<file path="config.mk">
export PLATFORM = sky130hd
export DESIGN_NAME = dec_conv_flat
export DESIGN_NICKNAME = d
export VERILOG_FILES = /design/src/rtl/dec_conv_if.sv /design/src/rtl/dec_conv.sv /design/src/flat_wrapper.sv
export SDC_FILE = /design/constraint.sdc
export NUM_CORES = 1
export LEC_CHECK = 0
export CAP_MARGIN = 25
export CELL_PAD_IN_SITES_DETAIL_PLACEMENT = 1
export CELL_PAD_IN_SITES_GLOBAL_PLACEMENT = 1
export CORE_UTILIZATION = 27
export DETAILED_ROUTE_END_ITERATION = 16
export MAX_ROUTING_LAYER = met4
export PLACE_DENSITY = 0.89
export SYNTH_ARGS = -nofsm -noshare
export SYNTH_HDL_FRONTEND = slang
export SYNTH_SLANG_ARGS = --single-unit
</file>
<file path="constraint.sdc">
create_clock -name clk -period 3.2 [get_ports clk]
set_input_delay 0.48 -clock clk [delete_from_list [all_inputs] [get_ports clk]]
set_output_delay 0.48 -clock clk [all_outputs]
set_load 0.02 [all_outputs]
</file>
<file path="src/rtl/dec_conv_if.sv">
// Divider bus between dec_conv (master) and the iterative divider (slave).
// Carries the dividend/divisor request and the quotient/remainder reply.
interface dec_conv_if #(
    parameter int BITS = 32
);
    logic            start;
    logic [BITS-1:0] n;
    logic [BITS-1:0] d;
    logic [BITS-1:0] q;
    logic [BITS-1:0] r;
    logic            rdy;

    modport master (
        output start, n, d,
        input  q, r, rdy
    );

    modport slave (
        input  start, n, d,
        output q, r, rdy
    );
endinterface

</file>
<file path="src/rtl/dec_conv.sv">
// Binary to packed-BCD converter by repeated division by 10 on an external divider.
// Define DEC_CONV_SIGNED_EN to treat val as two's complement (sets neg, converts magnitude).
module dec_conv #(
    parameter int BITS   = 32,
    parameter int DIGITS = 10
) (
    input  logic                         clk,
    input  logic                         rst,
    input  logic [BITS-1:0]              val,
    input  logic                         start,
    output logic                         busy,
    output logic                         done,
    output logic [4*DIGITS-1:0]          bcd,
    output logic [$clog2(DIGITS+1)-1:0]  ndigits,
    output logic                         neg,
    dec_conv_if.master                   dv
);
    localparam int KW = $clog2(DIGITS+1);
    localparam logic [KW-1:0] KLAST = KW'(DIGITS-1);

    typedef enum logic [2:0] {
        IDLE, LOAD, KICK, WAIT, STORE, FIN
    } state_t;

    state_t              state;
    state_t              state_nx;
    logic [BITS-1:0]     work;
    logic [KW-1:0]       k;
    logic [4*DIGITS-1:0] bcd_q;
    logic                neg_q;

    always_ff @(posedge clk) begin
        if (rst) state <= IDLE;
        else     state <= state_nx;
    end

    always_comb begin
        state_nx = state;
        busy     = 1'b1;
        done     = 1'b0;
        dv.start = 1'b0;
        unique case (state)
            IDLE: begin
                busy = 1'b0;
                if (start) state_nx = LOAD;
            end
            LOAD: state_nx = KICK;
            KICK: begin
                dv.start = 1'b1;
                state_nx = WAIT;
            end
            WAIT: if (dv.rdy) state_nx = STORE;
            // Last digit slot also ends the run so bcd can never overflow
            STORE: begin
                if (dv.q == '0 || k == KLAST) state_nx = FIN;
                else                          state_nx = KICK;
            end
            FIN: begin
                done     = 1'b1;
                state_nx = IDLE;
            end
            default: state_nx = IDLE;
        endcase
    end

    always_ff @(posedge clk) begin
        if (rst) begin
            work  <= '0;
            k     <= '0;
            bcd_q <= '0;
            neg_q <= 1'b0;
        end else begin
            case (state)
                IDLE: begin
                    if (start) begin
                        work  <= val;
                        k     <= '0;
                        bcd_q <= '0;
                        neg_q <= 1'b0;
                    end
                end
                LOAD: begin
`ifdef DEC_CONV_SIGNED_EN
                    neg_q <= work[BITS-1];
                    if (work[BITS-1]) work <= ~work + 1'b1;
`else
                    neg_q <= 1'b0;
`endif
                end
                STORE: begin
                    bcd_q[{k, 2'b00} +: 4] <= dv.r[3:0];
                    work                   <= dv.q;
                    k                      <= k + 1'b1;
                end
                default: ;
            endcase
        end
    end

    assign dv.n    = work;
    assign dv.d    = BITS'(10);
    assign bcd     = bcd_q;
    assign ndigits = k;
    assign neg     = neg_q;
endmodule

</file>
<file path="src/flat_wrapper.sv">
// flat-port wrapper written by rule: the top's interface ports become plain ports
module dec_conv_flat 
#(
    parameter int BITS   = 32,
    parameter int DIGITS = 10
)
  (clk, rst, val, start, busy, done, bcd, ndigits, neg, dv_start, dv_n, dv_d, dv_q, dv_r, dv_rdy);
  dec_conv_if #(.BITS(BITS)) dv_i ();
  input  logic clk;
  input  logic rst;
  input  logic [BITS-1:0] val;
  input  logic start;
  output logic busy;
  output logic done;
  output logic [4*DIGITS-1:0] bcd;
  output logic [$clog2(DIGITS+1)-1:0] ndigits;
  output logic neg;
  output wire logic [$bits(dv_i.start)-1:0] dv_start;
  output wire logic [$bits(dv_i.n)-1:0] dv_n;
  output wire logic [$bits(dv_i.d)-1:0] dv_d;
  input wire logic [$bits(dv_i.q)-1:0] dv_q;
  input wire logic [$bits(dv_i.r)-1:0] dv_r;
  input wire logic [$bits(dv_i.rdy)-1:0] dv_rdy;
  assign dv_start = dv_i.start;
  assign dv_n = dv_i.n;
  assign dv_d = dv_i.d;
  assign dv_i.q = dv_q;
  assign dv_i.r = dv_r;
  assign dv_i.rdy = dv_rdy;
  dec_conv #(.BITS(BITS), .DIGITS(DIGITS)) u_core (.clk(clk), .rst(rst), .val(val), .start(start), .busy(busy), .done(done), .bcd(bcd), .ndigits(ndigits), .neg(neg), .dv(dv_i));
endmodule
</file>
==> flow_metrics.tcl <==
set metrics [dict create \
    cp-start-kind "flip-flop" \
    yosys-top-cells-count "79 x dfxtp_1, 72 x nand2_1, 44 x nor2_1, 35 x buf_4, 34 x a311oi_1" \
    worst_path_max_delay_cell "dfxtp_1" \
    cts_root_buffer "clkbuf_16" \
    io_pins 212 \
    clk_pin_slew_worst_paths_ns 0.06 \
    antenna_cells 0 \
    synth-main-ff-cell "dfxtp_1" \
    nets 683 \
    cts_sinks 79 \
    route.detailed.drc 0 \
    yosysWarningCount 0 \
    yosysMostFrequentCell "dfxtp_1" \
    rsz0062_at_grt "no" \
    dp_hpwl_um 9725 \
    synth_area_leaders "dfxtp_1 41%, a311oi_1 7.7%, nand2_1 7.0%" \
    top_layer "met4" \
    clk_latency_ns 0.35 \
    postCtsSetupRepairBufs 0 \
    setup-tns-final_ns 0 \
    synthCells 444 \
    netlist_area_sq_mm 0.003851 \
    required_ns 3.47 \
    overflow 0 \
    fin_crit_ns 2.557 \
    synth_top_area_share_pct 41.07 \
    ant_nets 0 \
    power_density_mw_per_mm2 482.1 \
    async_flop_share_pct 0 \
    rows 43 \
    slowest_delay_ns 0.66 \
    finalWirelength_um 12990 \
    finalInstanceArea_sq_mm 0.005672 \
    hold_path_class "flip-flop to flip-flop" \
    ys_seq_elements 79 \
    antenna_found_initial 0 \
    fmax_mhz 391.1 \
    finalHoldViolations 0 \
    max-cap-violations 0 \
    gp_congestion 0.8922 \
    cts.path.max_buffers 2 \
    cts_inserted_buffers 9 \
    ctsResizeCount 0 \
    synth_top_area_cell "dfxtp_1" \
    core_area_sq_mm 0.01388 \
    vias 3827 \
    io_buffers 150 \
    fin_hold_ws_ns 0.4667 \
    worst_pin_slew_ns 0.6698 \
    avgSynthCellArea_sq_um 8.674 \
    fin_crit_sh_pct 79.90 \
    p_leak_nw 2.040 \
    dieWidth_um 121.4 \
    initial_core_util_pct 27.74 \
    drt_iter0_markers 115 \
    wire_per_inst_um 17.00 \
    grt_max_degree 68 \
    crit_type "flip-flop to flip-flop" \
    status "finished, final reports clean" \
    crit_chain "inv_1 > ha_1 > nor3b_1 > nand4_1 > or2_2 > a21oi_1" \
    holdBufCountCts 0 \
    m1WireLength_um 5459 \
    htreeDepth 3 \
    final_layout_size_suffix_gt1_share_pct 6.678 \
    synth_edf_count 0 \
    syn_to_final_growth_pct 47.27 \
    met2_wirelength_um 6628 \
    slew_violations 0 \
    dpl-instance-area_sq_mm 0.005335 \
    fin_skew_ns 0.007078 \
    worstSetupEndpointType "flip-flop" \
    wl_met3_um 650 \
    setup_viol 0 \
    ys_types 54 \
    seq_area_frac_synth_pct 41.07 \
    via_per_inst 5.009 \
    drt-pass1-iter-count 4 \
    ff2ff_path_depth 6 \
    holdPathStages 1 \
    critPathMaxFanout 13 \
    max-vdd-ir-drop_mv 0.2123 \
    cts_tree "done" \
    arrival_ns 2.83 \
    grt_pass1_wl_um 20350 \
    die_y_um 121.4 \
    die_area_sq_mm 0.01475 \
    grt_pass1_vias 3973 \
    max-slew-margin-rel_pct 55.35 \
    grt_usage_pct 18.38 \
]
worst max-delay path: cells and delay by family (launching register included):
kind,cells,cell delay (ns)
AO/OA/AOI/OAI,1,0.14
adder cells (fa/ha/maj),1,0.46
buffers and inverters,1,0.21
flip-flops,1,0.66
AND/OR/NAND/NOR,3,1.02
per-stage QoR:
stage	utilization (%)	power, mW	instances	worst slack, ns
finish	40.86	2.734	764	0.6432
global route	40.86	2.858	764	0.4879
CTS	40.86	2.769	764	0.6854
detailed placement	38.44	1.585	748	0.6833
global placement	38.44	1.568	748	0.8147
floorplan	-	1.375	475	0.7983
metal layers:
| layer | vias to the layer above | GRT usage, % |
|---|---|---|
| li1 | 1820 | - |
| met3 | 19 | 3.477 |
| met2 | 139 | 32.60 |
| met1 | 1849 | 20.20 |
| met5 | - | - |
| met4 | 0 | 7.099 |
kinds of logic (layout without fill, tap and decap cells):
| logic type | after synthesis | after routing | synth area share (%) |
|---|---|---|---|
| AND/OR/NAND/NOR | 187 | 187 | 24.69 |
| adder cells (fa/ha/maj) | 4 | 4 | 1.300 |
| XOR/XNOR | 1 | 1 | 0.2275 |
| AO/OA/AOI/OAI | 101 | 101 | 21.31 |
| other | 2 | 33 | 0.1950 |
| flip-flops | 79 | 79 | 41.07 |
| buffers and inverters | 70 | 179 | 11.21 |
state kept, by name, indices dropped and copies added (netlist names):
name / flops
u_core.bcd: 40
u_core.dv.n: 32
u_core.ndigits: 4
u_core.state: 3
placed cells by master (no fill, tap or decap), drive strengths merged, types with 2 or more instances in the layout:
cell type and n:
a32oi 4, nand3b 3, a311oi 34, ha 4, dfxtp 79, a31oi 5, clkdlybuf4s50 149, a22o 16
o221ai 2, nand3 9, nor3 8, nor2 45, conb 33, inv 11, buf 7, bufinv 2
nand2 72, or4b 2, nand2b 8, nor4 9, or3b 2, a32o 4, or2 5, o21ai 6
nor4b 2, nor3b 4, nand4 7, o2bb2ai 12, clkbuf 10, nor2b 6, a21oi 8
path summary, 6_finish.rpt:
kind | slack, ns | startpoint | end
worst max-delay path | 0.64 | u_core.ndigits[1] | u_core.bcd[0]
worst min-delay path | 0.47 | u_core.bcd[33] | u_core.bcd[33]
worst max register to register | 0.64 | u_core.ndigits[1] | u_core.bcd[0]
worst min register to register | 0.47 | u_core.bcd[33] | u_core.bcd[33]
power breakdown:
group          switching, mW  internal [mW]  leakage, nW
Clock                  0.453          0.719        0.166
Sequential            0.0344           1.03        0.644
Combinational          0.275          0.221         1.23
Total                  0.762           1.97         2.04
final cells by class:
cell class                      instances  area [sq um]
Clock buffer                           10         239.0
Clock inverter                          6         97.59
Fill cell                            1624          8209
Inverter                                7         26.28
Multi-Input combinational cell        326          1961
Sequential cell                        79          1582
Tap cell                              180         225.2
Timing Repair Buffer                  156          1541
(Power assumes the default switching activity.)
==> RTL edit (config.mk and constraints unchanged) <==
The option `DEC_CONV_SIGNED_EN` is turned on by a define.
--- a/src/rtl/dec_conv.sv
+++ b/src/rtl/dec_conv.sv
@@ -1,5 +1,7 @@
 // Binary to packed-BCD converter by repeated division by 10 on an external divider.
 // Define DEC_CONV_SIGNED_EN to treat val as two's complement (sets neg, converts magnitude).
+`define DEC_CONV_SIGNED_EN
+
 module dec_conv #(
     parameter int BITS   = 32,
     parameter int DIGITS = 10
Behaviour: not the same (Yosys sat finds a counterexample within 4 cycles, from zero or initial values and one cycle with rst high).
==> RTL edit against the unedited design <==
  * Core utilization is 1.2 points lower
  * Wire length is 47% higher
  * Non-clock buffer count is 15 higher
  * Die area is 21% higher
  * Worst setup slack worse by 220 ps
  * Area after synthesis is 21% higher
  * Final cell count is 23% higher
  * Synthesized cell count is 31% higher
  * Cell area is 17% higher
  * Sequential cell count is 1 higher
  * Critical path depth is 1 higher
  * Sequential share of layout area is 3.8 points lower
Power is not compared: it rests on default switching activity, and its combinational part moved more than twofold at a synthesized area within 25%.
==> RTL edit: results (changes against the unedited design) <==
* Post-Place Setup Slack: 513 ps (was 683 ps)
* Number of antenna violations at the first check in global routing: 1 (was 0)
* Buffers inserted during post-CTS setup optimization: 0 (unchanged)
- The number of DRC markers after the initial detailed-route iteration is 408 (was 115).
* Routed wire length per instance: 20.2 µm (was 17.0 µm)
* Worst-case register-to-register setup slack: 420 ps (was 640 ps)
- The slew at the pin closest to its max-slew limit came to 875 ps (was 670 ps).
* Crit start category: flip-flop (unchanged)
- The minimum clock period after layout was 2780 ps (was 2560 ps).
- Nets@finish: 823 (was 683)
- The critical register-to-register path startpoint is u_core.dv.n[0] (was u_core.ndigits[1]).
- Global-route usage over all layers: 0.220 (was 0.184)
* First-pass iteration count of the detailed router: 5 (was 4)
* Total of buffers placed on input and output ports: 151 (was 150)
- The post-synthesis area per instance came to 8.05 µm² (was 8.67 µm²).
- The number of fill cells in the layout came to 1995 (was 1624).
- The final clock skew came to 9.38 ps (was 7.08 ps).
- The sum of routed wire length over all layers was 19100 µm (was 13000 µm).
* Top area cells in the synthesized netlist: dfxtp_1 34%, buf_4 5.1%, nand3_1 3.7%, nand2_1 3.5%, a21oi_1 3.4% (was dfxtp_1 41%, a311oi_1 7.7%, nand2_1 7.0%, buf_4 6.8%, nor2_1 4.3%)
- The proportion of layout cells with a drive suffix above 1 came to 0.0693 (was 0.0668).
* Commonest non-fill, non-tap cell in the layout: clkdlybuf4s50_1 (unchanged)
- Most common library cells after synthesis: 80 x dfxtp_1, 44 x nand2_1, 41 x nor2_1 (was 79 x dfxtp_1, 72 x nand2_1, 44 x nor2_1)
- Highest fanout seen on the critical path: 8 (was 13)
- Maximum number of pins on one net before global-route repair: 39 (was 68)
* Sequential area share after synthesis: 0.343 (was 0.411)
* Via count of the first global-routing pass: 5324 (was 3973)
- Result of the run: finished clean (unchanged)
* Average vias per placed instance: 5.64 (was 5.01)
- Count of unique library cells instantiated by Yosys: 68 (was 54)
* Inst Count DP: 927 (was 748)
- Kind of path behind the tightest hold check: flip-flop to flip-flop (unchanged)
* Leakage Power: 2.38 nW
- Number of cells on the worst reg-to-reg path: 7 (was 6)
- Skew-Pair Late Insertion Delay: 350 ps (about the same)
- The data arrival time of the worst path is 3010 ps (was 2830 ps).
* Number of cells on the worst hold path: 2 (was 1)
- The worst setup path endpoint was u_core.dv.n[28] (was u_core.bcd[0]).
- The placer congestion estimate was 0.838 (was 0.892).
- First-pass GRT wire length: 30000 µm (was 20300 µm)
- Placed wire-length estimate: 14000 µm (was 9720 µm)
RTL edit: cell types whose count changed after synthesis, moves of 21 or more:
| cell | unedited run | this run |
|---|---|---|
| clkbuf_1 | 13 | 34 |
| a21oi_1 | 8 | 32 |
| a311oi_1 | 34 | 1 |
| nand3_1 | 9 | 35 |
| nand2_1 | 72 | 44 |
RTL edit: metrics by stage:
step	total power [mW]	area (µm²)
after floorplan	1.76	4790
after global placement	2.14	6330
after detailed placement	2.16	6330
after CTS	3.28	6640
after global routing	3.41	6640
final	3.28	6640
RTL edit: kinds of logic after synthesis:
logic type,count (synthesis),synth area share
and+or+nand+nor,222,0.248
xor gates and xnor gates,2,0.00375
buffers and inverters,84,0.0948
DFF,80,0.343
other,2,0.00161
AOI/OAI and AO/OA,182,0.287
adders and majority gates,5,0.0134
muxes,4,0.00857
RTL edit: area by class of cell:
| class | instances | share of cell area |
|---|---|---|
| tap | 220 | 0.0414 |
| timing repair buffer | 171 | 0.249 |
| clock buffer | 10 | 0.0360 |
| inverter | 9 | 0.00509 |
| antenna | 1 | 0.000377 |
| multi-input combinational | 447 | 0.416 |
| sequential | 80 | 0.241 |
| clock inverter | 4 | 0.0106 |
RTL edit: worst min-delay path by stage:
stage                    from  slack (ps)             end
6_report        u_core.bcd[0]         470   u_core.bcd[0]
5_1_grt        u_core.bcd[12]         490  u_core.bcd[12]
4_1_cts         u_core.bcd[0]         470   u_core.bcd[0]
3_5_place_dp   u_core.bcd[28]         450  u_core.bcd[28]
3_3_place_gp    u_core.bcd[1]         460   u_core.bcd[1]
2_1_floorplan   u_core.bcd[7]         540   u_core.bcd[7]
RTL edit: critical path: stages, from the launching register on:
cell,delay [ps]
dfxtp_1,360
inv_1,100
ha_1,210
nor3b_1,530
nand2_1,380
nor3_1,570
a2111oi_0,210
a311o_1,300
RTL edit: power by group through the flow:
stage | registers (mW) | clock network (mW) | logic, mW
floorplan | 1.21 | 0 | 0.549
global placement | 1.17 | 0 | 0.965
detailed placement | 1.18 | 0 | 0.984
CTS | 1.16 | 1.13 | 0.992
global route | 1.17 | 1.16 | 1.08
finish | 1.16 | 1.12 | 1.00
RTL edit: routing by layer:
layer  up-vias  part of all wire  GRT usage
li1       2461                 -          -
met5         -                 0          -
met4         0             0.020     0.0814
met3        25             0.063     0.0373
met2       218              0.46      0.338
met1      2608              0.46      0.288
